$ cat src/rtl/frame_path_scheduler_pkg.sv
// Shared definitions for the frame path scheduler: FSM encoding and trailer beat layout.
// Trailer field offsets are relative to the top of the frame counter field (CNT_W).
package frame_path_scheduler_pkg;

  typedef enum logic [1:0] {
    ST_IDLE    = 2'd0,
    ST_PAYLOAD = 2'd1,
    ST_TRAILER = 2'd2
  } fsm_state_t;

  localparam logic [7:0] TRAILER_MARKER = 8'hA5;
  localparam int TRL_COUNT_LSB  = 0;
  localparam int TRL_ID_OFS     = 0;
  localparam int TRL_MARKER_OFS = 8;
  localparam int TRL_FIELD_W    = 8;

endpackage

$ cat src/rtl/frame_path_scheduler_rr_arbiter.sv
// Combinational round-robin arbiter: picks the first requester at or after
// (last_grant+1) mod N_SRC.
module rr_arbiter #(
  parameter int N_SRC = 2
) (
  input  logic [N_SRC-1:0]         req,
  input  logic [$clog2(N_SRC)-1:0] last_grant,
  output logic [$clog2(N_SRC)-1:0] grant,
  output logic                     any_req
);

  localparam int IDX_W = $clog2(N_SRC);

  int unsigned      idx;
  logic [IDX_W-1:0] idx_sel;

  always_comb begin
    grant   = '0;
    any_req = 1'b0;
    idx     = 0;
    idx_sel = '0;
    for (int off = 1; off <= N_SRC; off++) begin
      idx     = (int'(last_grant) + off) % N_SRC;
      idx_sel = IDX_W'(idx);
      if (!any_req && req[idx_sel]) begin
        any_req = 1'b1;
        grant   = idx_sel;
      end
    end
  end

endmodule

$ cat src/rtl/frame_path_scheduler.sv
// Shares one AXI-Stream output between N_SRC sources, one framed grant at a time:
// FRAME_BEATS payload beats passed through combinationally, then a trailer beat.
module frame_path_scheduler
  import frame_path_scheduler_pkg::*;
#(
  parameter int DW          = 128,
  parameter int N_SRC       = 2,
  parameter int FRAME_BEATS = 128,
  parameter int CNT_W       = 32
) (
  input  logic                       clk,
  input  logic                       resetn,
  input  logic [N_SRC*DW-1:0]        s_tdata,
  input  logic [N_SRC-1:0]           s_tvalid,
  output logic [N_SRC-1:0]           s_tready,
  output logic [DW-1:0]              m_tdata,
  output logic                       m_tvalid,
  input  logic                       m_tready,
  output logic                       m_tlast,
  output logic [DW/8-1:0]            m_tkeep,
  output logic [$clog2(N_SRC)-1:0]   grant_id,
  output logic [CNT_W-1:0]           frame_count,
  output logic [1:0]                 fsm_state
);

  localparam int IDX_W = $clog2(N_SRC);
  localparam int BCW   = $clog2(FRAME_BEATS + 1);

  fsm_state_t       state_reg;
  logic [IDX_W-1:0] grant_id_reg;
  logic [IDX_W-1:0] last_grant_reg;
  logic [BCW-1:0]   beat_cnt_reg;
  logic [CNT_W-1:0] frame_count_reg;

  logic [IDX_W-1:0] arb_grant;
  logic             arb_any;
  logic [DW-1:0]    trailer_data;
  logic             src_valid;
  logic [DW-1:0]    src_data;

  rr_arbiter #(.N_SRC(N_SRC)) u_arb (
    .req        (s_tvalid),
    .last_grant (last_grant_reg),
    .grant      (arb_grant),
    .any_req    (arb_any)
  );

  assign src_valid = s_tvalid[grant_id_reg];
  assign src_data  = s_tdata[grant_id_reg*DW +: DW];

  always_comb begin
    trailer_data = '0;
    trailer_data[TRL_COUNT_LSB +: CNT_W]               = frame_count_reg;
    trailer_data[CNT_W + TRL_ID_OFS +: TRL_FIELD_W]    = TRL_FIELD_W'(grant_id_reg);
    trailer_data[CNT_W + TRL_MARKER_OFS +: TRL_FIELD_W] = TRAILER_MARKER;
  end

  always_comb begin
    m_tvalid = 1'b0;
    m_tlast  = 1'b0;
    m_tdata  = '0;
    case (state_reg)
      ST_PAYLOAD: begin
        m_tvalid = src_valid;
        m_tdata  = src_data;
      end
      ST_TRAILER: begin
        m_tvalid = 1'b1;
        m_tlast  = 1'b1;
        m_tdata  = trailer_data;
      end
      default: ;
    endcase
  end

  assign m_tkeep = {(DW/8){m_tvalid}};

  // Only the granted source sees ready, and only while its payload is flowing.
  for (genvar gi = 0; gi < N_SRC; gi++) begin : g_ready
    assign s_tready[gi] = (state_reg == ST_PAYLOAD) && (grant_id_reg == IDX_W'(gi)) && m_tready;
  end

  always_ff @(posedge clk) begin
    if (!resetn) begin
      state_reg       <= ST_IDLE;
      grant_id_reg    <= '0;
      last_grant_reg  <= IDX_W'(N_SRC - 1);
      beat_cnt_reg    <= '0;
      frame_count_reg <= '0;
    end else begin
      case (state_reg)
        ST_IDLE: begin
          if (arb_any) begin
            grant_id_reg <= arb_grant;
            beat_cnt_reg <= '0;
            state_reg    <= ST_PAYLOAD;
          end
        end
        ST_PAYLOAD: begin
          if (m_tvalid && m_tready) begin
            beat_cnt_reg <= beat_cnt_reg + BCW'(1);
            if (beat_cnt_reg == BCW'(FRAME_BEATS - 1))
              state_reg <= ST_TRAILER;
          end
        end
        ST_TRAILER: begin
          if (m_tready) begin
            frame_count_reg <= frame_count_reg + CNT_W'(1);
            last_grant_reg  <= grant_id_reg;
            state_reg       <= ST_IDLE;
          end
        end
        default: state_reg <= ST_IDLE;
      endcase
    end
  end

  assign grant_id    = grant_id_reg;
  assign frame_count = frame_count_reg;
  assign fsm_state   = state_reg;

endmodule

$ cat config.mk
export PLATFORM = sky130hd
export DESIGN_NAME = frame_path_scheduler
export DESIGN_NICKNAME = d
export VERILOG_FILES = /design/src/rtl/frame_path_scheduler_pkg.sv /design/src/rtl/frame_path_scheduler_rr_arbiter.sv /design/src/rtl/frame_path_scheduler.sv
export SDC_FILE = /design/constraint.sdc
export NUM_CORES = 1
export LEC_CHECK = 0
export CAP_MARGIN = 20
export CELL_PAD_IN_SITES_DETAIL_PLACEMENT = 0
export CELL_PAD_IN_SITES_GLOBAL_PLACEMENT = 1
export CORE_AREA = 2 2 174 176
export DETAILED_ROUTE_END_ITERATION = 12
export DIE_AREA = 0 0 176 178
export PLACE_DENSITY = 0.71
export SKIP_LAST_GASP = 1
export SYNTH_ARGS = -nofsm -noshare
export SYNTH_HDL_FRONTEND = slang
export SYNTH_SLANG_ARGS = --single-unit
$ cat constraint.sdc
create_clock -name clk -period 6.4 [get_ports clk]
set_input_delay 1.28 -clock clk [delete_from_list [all_inputs] [get_ports clk]]
set_output_delay 1.28 -clock clk [all_outputs]
set_load 0.02 [all_outputs]
==> results.py <==
metrics = {
    "timing": {
        "skew_ns": 0.00865,
        "max_clock_freq_mhz": 203,
        "setup_tns_ns": 0,
        "period_minus_slack_ns": 4.93,
        "finalSetupViolCount": 0,
        "finalHoldViolCount": 0,
        "maxSlewHeadroom": 0.327,
        "fin_ws_ns": 1.47,
        "rsz0062_at_grt": "no",
        "slew_violations": 0,
        "tightest_slew_ns": 1.01,
        "post-route-period-util": 0.770,
    },
    "pwr": {
        "peakVddDrop_mv": 0.0898,
        "finalPower_mw": 1.91,
        "p_per_area_nw_per_um2": 199,
        "p_leak_nw": 3.15,
    },
    "logic_synthesis": {
        "ys_types": 43,
        "netlist_area_sq_um": 4780,
        "syn_area_per_cell_sq_um": 7.58,
        "yosys_warnings": 0,
        "ys.flop_type": "dfxtp_1",
        "netlist_instances": 631,
        "synth_area_leaders": "mux2i_1 (21%), dfxtp_1 (18%), mux2_2 (8.5%)",
        "netlist_top_cells_count": "nor2_1 (103), mux2i_1 (101), dfxtp_1 (44)",
        "synth.top_cell.area_share": 0.211,
        "synthArstFlopShare": 0,
        "synth_largest_area_cell": "mux2i_1",
        "seq_area_frac_synth": 0.184,
        "syn_nets": 898,
        "ys_seq_elements": 44,
        "synth_edf_count": 0,
        "yosysMostFrequentCell": "nor2_1",
    },
    "worst_setup_path": {
        "cp_num_buf_inv": 2,
        "required_ns": 5.12,
        "end_kind": "output pin",
        "cp_common_cell": "clkdlybuf4s50_1",
        "arrival_ns": 3.65,
        "crit_type": "in -> out",
        "crit_path_start_kind": "input port",
        "reg2reg_slack_ns": 3.31,
        "crit_chain": "clkdlybuf4s50_1, mux2i_1, nand2b_1, a21boi_1, clkdlybuf4s50_1",
        "cpPeakStageDelay_ns": 0.80,
        "path_max_fanout": 17,
        "critPathTopFamily": "buffers and inverters",
        "slowest_stage": "a21boi_1",
    },
    "global_routing": {
        "use_met3": 0.0454,
        "grt.total_usage": 0.155,
        "antenna_found_initial": 4,
        "gr-max-usage-layer": "met2",
        "grt_max_degree": 134,
        "use_met2": 0.271,
        "grt-ovfl-total": 0,
        "met1_usage": 0.191,
        "grt_pass1_vias": 5789,
        "grt_pass1_wl_mm": 37.1,
    },
    "final_layout": {
        "nets": 1284,
        "multiInputGateArea_sq_um": 3520,
        "largest_reg_flops": 32,
        "final_util": 0.327,
        "seqCellArea_sq_um": 885,
        "fill_cells": 3053,
        "drive_above_1_share": 0.0540,
        "area_growth_pct": 101,
    },
    "die": {
        "fp.dieW_um": 176,
        "die-area_sq_um": 31300,
        "num_rows": 63,
        "start_util": 0.163,
        "coreArea_sq_um": 29400,
        "ios": 444,
        "dieHeight_um": 178,
    },
    "clock_network": {
        "cts_max_path_buffers": 2,
        "ctsResizeCount": 0,
        "cts-root-buf": "clkbuf_16",
        "cts_setup_buffers": 0,
        "ctsHoldBuffers": 0,
        "clock_sinks": 44,
        "cts_tree": "done",
        "clock_latency_ns": 0.29,
        "h-tree-depth": 2,
        "cts.clk_slew.worst_paths_ns": 0.07,
        "cts_buffers": 5,
    },
    "route": {
        "drcViolationCount": 0,
        "antenna_left": 0,
        "vias": 6026,
        "viasPerCell": 4.28,
        "drtPass1Iterations": 5,
        "finalWirelength_mm": 25.7,
        "drt-initial-drc-count": 257,
        "wire_per_inst_um": 18.2,
    },
    "job": {
        "maxCapViolCount": 0,
    },
    "place": {
        "hpwl_mm": 20.9,
        "preCtsSetupSlack_ns": 1.43,
        "place_congestion": 0.802,
        "portBuffers": 443,
    },
    "status": {
        "outcome": "completed",
    },
    "hold_path": {
        "hold_path.class": "reg -> reg",
    },
}
[report_power, final]
| group | internal, mW | switching, mW | leakage [nW] |
|---|---|---|---|
| sequential | 0.283 | 0.0108 | 0.356 |
| combinational | 0.623 | 0.676 | 2.70 |
| clock | 0.206 | 0.112 | 0.0901 |
| total | 1.11 | 0.798 | 3.15 |
[layout by cell type (no fill, tap or decap), drive strengths merged, types with 12 or more instances in the layout]
cell type and n:
nor2 103, dfxtp 44, a22oi 32, mux2i 101
clkdlybuf4s50 443, mux2 36, nand3 23, nor2b 37
a21oi 22, nand2 35, nand4 12
[kinds of logic after synthesis]
kind of cell,Yosys count,share of synthesized area
multiplexers,137,0.296
adder cells (fa/ha/maj),6,0.0157
flip-flops,44,0.184
AND/OR/NAND/NOR,265,0.276
XOR/XNOR,10,0.0183
AO/OA/AOI/OAI,89,0.127
buffers and inverters,80,0.0824
[worst paths after layout]
check               endpoint  cells after the start          from
max                 m_tvalid                      5   s_tvalid[0]
min             fsm_state[1]                      2  fsm_state[1]
max reg2reg  frame_count[25]                      7  fsm_state[0]
min reg2reg     fsm_state[1]                      2  fsm_state[1]
[metrics by stage]
stage               instances  instance area [sq um]  hold slack [ns]
finish                   1409                   9610            0.511
global route             1408                   9600            0.543
CTS                      1408                   9600            0.514
detailed placement       1400                   9420            0.503
global placement         1400                   9420            0.483
floorplan                 631                   4780            0.440
[routing by layer]
layer	vias to the layer above	part of all wire
li1	3009	-
met5	-	0.0014
met1	2756	0.41
met2	237	0.50
met3	18	0.082
met4	6	0.0093
[area by class of cell]
cell class	instances	share of cell area
repair buffers	448	0.467
multi-input cells	507	0.367
flip-flops and latches	44	0.0921
well taps	390	0.0508
clock buffers	7	0.0159
inverters	11	0.00430
clock inverters	1	0.00313
diodes	1	0.000261
[worst register-to-register path, delay by kind of cell (launching register included)]
family | cells | cell delay (ns)
and+or+nand+nor | 3 | 1.76
buffers and inverters | 2 | 0.56
DFF | 1 | 0.35
adders and majority gates | 1 | 0.18
AOI/OAI and AO/OA | 1 | 0.16
No activity file was read; power rests on OpenSTA's default activity.
